`config.mk`:
```
export PLATFORM = sky130hd
export DESIGN_NAME = rr_arbiter4
export DESIGN_NICKNAME = d
export VERILOG_FILES = /design/src/rtl/arb_pkg.sv /design/src/rtl/decoder2to4.sv /design/src/rtl/rr_arbiter4.sv
export SDC_FILE = /design/constraint.sdc
export NUM_CORES = 1
export LEC_CHECK = 0
export CORE_AREA = 2 2 39 41
export DETAILED_ROUTE_END_ITERATION = 7
export DIE_AREA = 0 0 41 43
export SYNTH_ARGS = -nofsm -noshare
export SYNTH_HDL_FRONTEND = slang
export SYNTH_SLANG_ARGS = --single-unit
```
`constraint.sdc`:
```
create_clock -name clk -period 1.9 [get_ports clk]
set_input_delay 0.285 -clock clk [delete_from_list [all_inputs] [get_ports clk]]
set_output_delay 0.285 -clock clk [all_outputs]
set_load 0.01 [all_outputs]
```
`src/rtl/arb_pkg.sv`:
```
// Shared types, sizes and the round-robin pick helper for the 4-way arbiter.
package arb_pkg;

  localparam int unsigned NUM_REQ = 4;
  localparam int unsigned IDX_W   = 2;

  typedef enum logic {
    IDLE = 1'b0,
    BUSY = 1'b1
  } state_t;

  // First asserted request at or above ptr, wrapping 3->0; returns ptr when req is empty.
  function automatic logic [IDX_W-1:0] rr_pick(input logic [NUM_REQ-1:0] req,
                                               input logic [IDX_W-1:0]   ptr);
    logic [IDX_W-1:0] cand;
    logic [IDX_W-1:0] pick;
    pick = ptr;
    // Walk from the farthest offset down so the nearest hit wins.
    for (int i = int'(NUM_REQ) - 1; i >= 0; i--) begin
      cand = ptr + IDX_W'(i);
      if (req[cand]) pick = cand;
    end
    return pick;
  endfunction

endpackage

```
`src/rtl/decoder2to4.sv`:
```
// Binary-to-one-hot decoder with an enable; all zeros when disabled.
module decoder2to4 (
  input  logic [1:0] in,
  input  logic       en,
  output logic [3:0] out
);

  // Shift a single one into position when enabled.
  always_comb begin
    out = 4'b0000;
    if (en) out = 4'b0001 << in;
  end

endmodule

```
`src/rtl/rr_arbiter4.sv`:
```
// Four-requester round-robin arbiter with a one-cycle bubble between grants.
// Optional hold limit: define ARB_TIMEOUT_EN to force a release after TIMEOUT
// grant cycles and pulse timeout_err; otherwise grants are held indefinitely.
module rr_arbiter4
  import arb_pkg::*;
#(
  parameter int unsigned TIMEOUT = 16
) (
  input  logic               clk,
  input  logic               rst,
  input  logic [NUM_REQ-1:0] req,
  output logic [NUM_REQ-1:0] gnt,
  output logic [IDX_W-1:0]   gnt_idx,
  output logic               gnt_valid,
  output logic               timeout_err
);

  // A zero hold limit cannot be honoured.
  if (TIMEOUT == 0) begin : g_bad_timeout
    $error("rr_arbiter4: TIMEOUT must be at least 1");
  end

  state_t           state;
  logic [IDX_W-1:0] ptr;
  logic [IDX_W-1:0] pick;

`ifdef ARB_TIMEOUT_EN
  localparam int unsigned CNT_W = $clog2(TIMEOUT + 1);

  logic [CNT_W-1:0] hold_cnt;
  logic             hold_last;

  // Counter reaches TIMEOUT-1 during the last permitted grant cycle.
  assign hold_last = (hold_cnt == CNT_W'(TIMEOUT - 1));
`else
  assign timeout_err = 1'b0;
`endif

  // Next owner candidate when leaving IDLE.
  always_comb begin
    pick = rr_pick(req, ptr);
  end

  // Arbitration state machine with registered grant index and valid.
  always_ff @(posedge clk) begin
    if (rst) begin
      state     <= IDLE;
      gnt_idx   <= '0;
      gnt_valid <= 1'b0;
      ptr       <= '0;
`ifdef ARB_TIMEOUT_EN
      timeout_err <= 1'b0;
      hold_cnt    <= '0;
`endif
    end else begin
`ifdef ARB_TIMEOUT_EN
      timeout_err <= 1'b0;
`endif
      case (state)
        IDLE: begin
          if (|req) begin
            state     <= BUSY;
            gnt_idx   <= pick;
            gnt_valid <= 1'b1;
`ifdef ARB_TIMEOUT_EN
            hold_cnt  <= '0;
`endif
          end
        end
        BUSY: begin
          if (!req[gnt_idx]) begin
            state     <= IDLE;
            gnt_valid <= 1'b0;
            ptr       <= gnt_idx + IDX_W'(1);
          end
`ifdef ARB_TIMEOUT_EN
          else if (hold_last) begin
            state       <= IDLE;
            gnt_valid   <= 1'b0;
            ptr         <= gnt_idx + IDX_W'(1);
            timeout_err <= 1'b1;
          end else begin
            hold_cnt <= hold_cnt + CNT_W'(1);
          end
`endif
        end
        default: state <= IDLE;
      endcase
    end
  end

  // One-hot grant derived from the registered index, gated by valid.
  decoder2to4 u_dec (
    .in  (gnt_idx),
    .en  (gnt_valid),
    .out (gnt)
  );

endmodule

```
# Word-level counts from Yosys, hierarchy flattened
# Cells that the tools add are included.
# word_totals
elab_cells,43
romBits,0
ramBits,0
latch_bits,0
out_inout_bits,8
register_bits,6
n_memories,0
# op_classes
eq_ne,2
magnitude_cmp,5
shift,1
n_bitwise,2
div,0
n_reduce_logical,4
addsub,4
mul,0
n_mux,21
# ops
cell,n
$lt A2 B3 Y1 const B,5
$bmux W1 S2,5
$mux W1,9
$mux W2,4
$reduce_and A2 Y1,3
$add A2 B1 Y2 const B,2
$add A2 B2 Y2 const B,2
$mux W4,1
$ne A2 B2 Y1 const B,2
$pmux W1 S2,2
$reduce_or A4 Y1,1
$shl A1 B2 Y4 const A,1
$not A1 Y1,2

# Longest topological paths before layout
# Gate-level depths: netlist of the first run.
# depth
ltp_word,7
ltp_mapped,4
mapped_depth_nobuf,4

# Cells and area by module
# From an unflattened synthesis of the first run, not the netlist that was laid out.
# hier_totals
cells_unflattened,47
area_unflattened_um2,409.1
# by_module_without_submodules
module,instances,area_per_inst_um2,cells_per_inst
rr_arbiter4,1,371.6,43
decoder2to4,1,37.5,4

# Worst setup path before layout of the first run
# OpenSTA, ideal clock, no wires.
# synth_path
kind,flip-flop to flip-flop
from,reg gnt_idx[0]
to,reg ptr[1]
path_stages_with_launch,5
t_arrival_ns,1.265
n_path_buf,0
setup_slack_ns,0.520
cell_sequence,dfxtp_1 mux2_2 o22ai_4 mux2i_1 nor2_1
# synth_via
elab_chain_len,4
# synth_rtl
element,line,rtl
start: declaration,rr_arbiter4.sv:13,"output logic [IDX_W-1:0] gnt_idx,"
start signal: assignment,rr_arbiter4.sv:63,gnt_idx <= pick;
$bmux W1 S2,rr_arbiter4.sv:71,if (!req[gnt_idx]) begin
$mux W1 (not written as such),rr_arbiter4.sv:71,
$not A1 Y1 (no source line),--,
$reduce_and A2 Y1 (no source line),--,
end signal: assignment,rr_arbiter4.sv:74,ptr <= gnt_idx + IDX_W'(1);
end: declaration,rr_arbiter4.sv:24,logic [IDX_W-1:0] ptr;
# Several ways; a longest one is shown, not always the timed one. The select of a mux whose other input is x is not followed.
# A chain may end at the register's enable or synchronous reset.

# Final worst setup path of the first run
# layout_path
from,reg gnt_idx[0]
to,out gnt[0]
# layout_via
elab_chain_len,2
# layout_rtl
element,line,rtl
$shl A1 B2 Y4,decoder2to4.sv:11,if (en) out = 4'b0001 << in;
$mux W4,decoder2to4.sv:11,
end: declaration,rr_arbiter4.sv:12,"output logic [NUM_REQ-1:0] gnt,"
# Every way passes these cells.

==> results of run 1 <==
-- cell usage after synthesis --
master    n
a211oi_1  1
a211oi_2  1
a21o_1    1
a21oi_1   1
a221oi_1  1
a311oi_1  1
a31o_2    1
a31oi_1   1
and2_1    4
buf_4     1
conb_1    1
dfxtp_1   6
ha_1      4
inv_1     7
mux2_2    1
mux2_4    1
mux2i_1   1
nand2_1   2
nand2b_1  1
nor2_1    6
nor2b_1   1
nor3_1    4
nor4_1    1
o21ai_0   2
o22ai_1   1
o22ai_4   1
-- state kept, by name, summed over array words and instances, names as in the netlist --
| signal | cells |
|---|---|
| gnt_valid | 1 |
| state | 1 |
| ptr | 2 |
| gnt_idx | 2 |
-- critical path, cell delays in order, from the launching register on --
cell and delay, ns:
dfxtp_2 0.36, inv_1 0.09, ha_1 0.19, and2_1 0.14, clkdlybuf4s50_1 0.47
-- per-stage QoR --
step / utilization [%] / cell area (um2)
after global placement: 41.9 / 579
after detailed placement: 41.9 / 579
after floorplan: - / 439
after global routing: 43.7 / 604
after CTS: 43.5 / 602
final: 43.7 / 604
-- power groups by stage --
stage / Sequential (uW) / Clock, uW / Combinational [uW]
floorplan: 161 / 0 / 72.2
global placement: 160 / 0 / 128
finish: 159 / 119 / 130
global route: 162 / 128 / 146
CTS: 158 / 122 / 130
detailed placement: 160 / 0 / 130
-- timing repair --
item / in CTS / in global routing
hold buffers: 0 / 0
setup endpoints to repair: 0 / 3
gates resized for setup: 0 / 2
-- how the worst min path moves through the flow --
stage	endpoint	slack (ns)	depth (start not counted)
final	state	0.51	2
after CTS	state	0.51	2
after detailed placement	state	0.49	2
after global routing	state	0.54	2
after floorplan	ptr[0]	0.35	1
after global placement	state	0.49	2
-- layer usage --
layer	global-route usage [%]	part of all wire [%]
met3	3.14	4.4
met5	0	0
met4	6.00	0.65
met1	18.4	49
met2	18.4	46
-- layout make-up --
type / count / area (um2)
clock buffers: 3 / 22.5
fillers: 151 / 779
inverters: 7 / 26.3
multi-input cells: 39 / 285
flip-flops and latches: 6 / 123
well taps: 16 / 20.0
repair buffers: 13 / 128
-- kinds of logic after synthesis --
| group | after synthesis |
|---|---|
| other cells | 1 |
| simple gates | 19 |
| buf+inv | 8 |
| flops | 6 |
| compound gates | 12 |
| mux | 3 |
| fa+ha+maj | 4 |
==> flow_metrics.tcl, run 1 <==
set metrics [dict create \
    p_total_uw 408 \
    outcome "complete, no violations" \
    cts_buffers 3 \
    synth_top_area_cell "dfxtp_1" \
    cts.sinks 6 \
    num_vias 406 \
    r2r_cells 5 \
    p_comb_share_pct 31.8 \
    synthTopCellsByArea "dfxtp_1 27%, ha_1 11%, inv_1 6.0%" \
    h-tree-depth 1 \
    ir_drop_uv 296 \
    worstReg2RegStart "gnt_idx[0]" \
    finalSetupTns_ns 0 \
    cap_viol_max_count 0 \
    cp-startpoint "gnt_idx[0]" \
    required_ns 1.62 \
    period_share_pct 93.9 \
    cts_setup_buffers 0 \
    post_drt_wl_per_cell_um 10.9 \
    switchingPower_uw 125 \
    critical_path_class "register to output port" \
    grt_pass1_vias 372 \
    fin_crit_ns 1.78 \
    powerDensity_mw_per_mm2 675 \
    rsz0062_at_grt "false" \
    placedCellCount 81 \
    clock_power_share_pct 29.2 \
    synth_top_family_by_area "compound AO/OA/AOI/OAI gates" \
    worstPathArrival_ns 1.50 \
    worst_slack_ns 0.116 \
    crit_fanout 5 \
    start_util_pct 31.7 \
    hpwl_um 710 \
    synth_compound_area_share_pct 23.1 \
    power_frac_seq_pct 39.0 \
    die_h_um 43 \
    grt_max_degree 9 \
    synthToLayoutAreaGrowth_pct 37.6 \
    endpoint_kind "output port" \
    clk_latency_ns 0.24 \
    final-setup-viol-count 0 \
    p_int_uw 283 \
    synth_mux_area_share_pct 8.26 \
    grt_pass1_wl_mm 1.59 \
    grt_use_total_pct 13.2 \
    synthXorXnorAreaFrac_pct 0 \
    crit_end "gnt[0]" \
    die_area_mm2 0.00176 \
    start_kind "register" \
    core-area_mm2 0.00138 \
    grt-ovfl-total 0 \
    fmax_mhz 561 \
    drcViolationCount 0 \
    final_cell_mix "12 x clkdlybuf4s50_1, 7 x inv_1, 6 x nor2_1" \
    skew_ns 0.00530 \
    num_rows 14 \
    p_sw_share_pct 30.7 \
    dieWidth_um 41 \
    vias_per_cell 4.83 \
    hold_class "register to register" \
    syn_area_per_cell_um2 8.29 \
    p_leak_uw 0.000245 \
    final_cells 84 \
    synthSimpleGateAreaFrac_pct 21.4 \
    mappedNetlistNets 63 \
    drt-total-wl_um 919 \
    path_clk_slew_ns 0.05 \
    hold-worst-slack_ns 0.513 \
    drt_iter0_markers 2 \
    synth_top_area_share_pct 27.4 \
    io_buffer_count 12 \
    postRouteAntennaNets 0 \
    ys_ff_latch 6 \
    cts_tree "built" \
    r2r-end "ptr[1]" \
    mostFrequentLayoutCell "clkdlybuf4s50_1" \
    netlist_instances 53 \
    slew_viol_final 0 \
    final_nets 80 \
    place.gp.congestion 0.837 \
    drtPass1Iterations 2 \
    yosysSeqAreaShare_pct 27.4 \
    synth-adder-area-share_pct 11.4 \
    yosysWarnings 0 \
    r2r_setup_slack_ns 0.46 \
    pre_cts_ws_ns 0.157 \
    synth_area_um2 439 \
    grt_antenna_before_repair 0 \
    cts_root_buf "clkbuf_4" \
    synthDistinctLibCells 26 \
    post_route_cells_drive_above_1_share_pct 16.2 \
    io_pins 14 \
    antenna_cells 0 \
    hold_start "state" \
    finalHoldViolations 0 \
    cts_buffer_depth 2 \
]
No activity file was read; power rests on OpenSTA's default activity.
==> inputs of run 2 (changes only) <==
- SKIP_LAST_GASP: unset -> 1
==> results of run 2 <==
Final layout, timing and power as in run 1 (identical DEF).
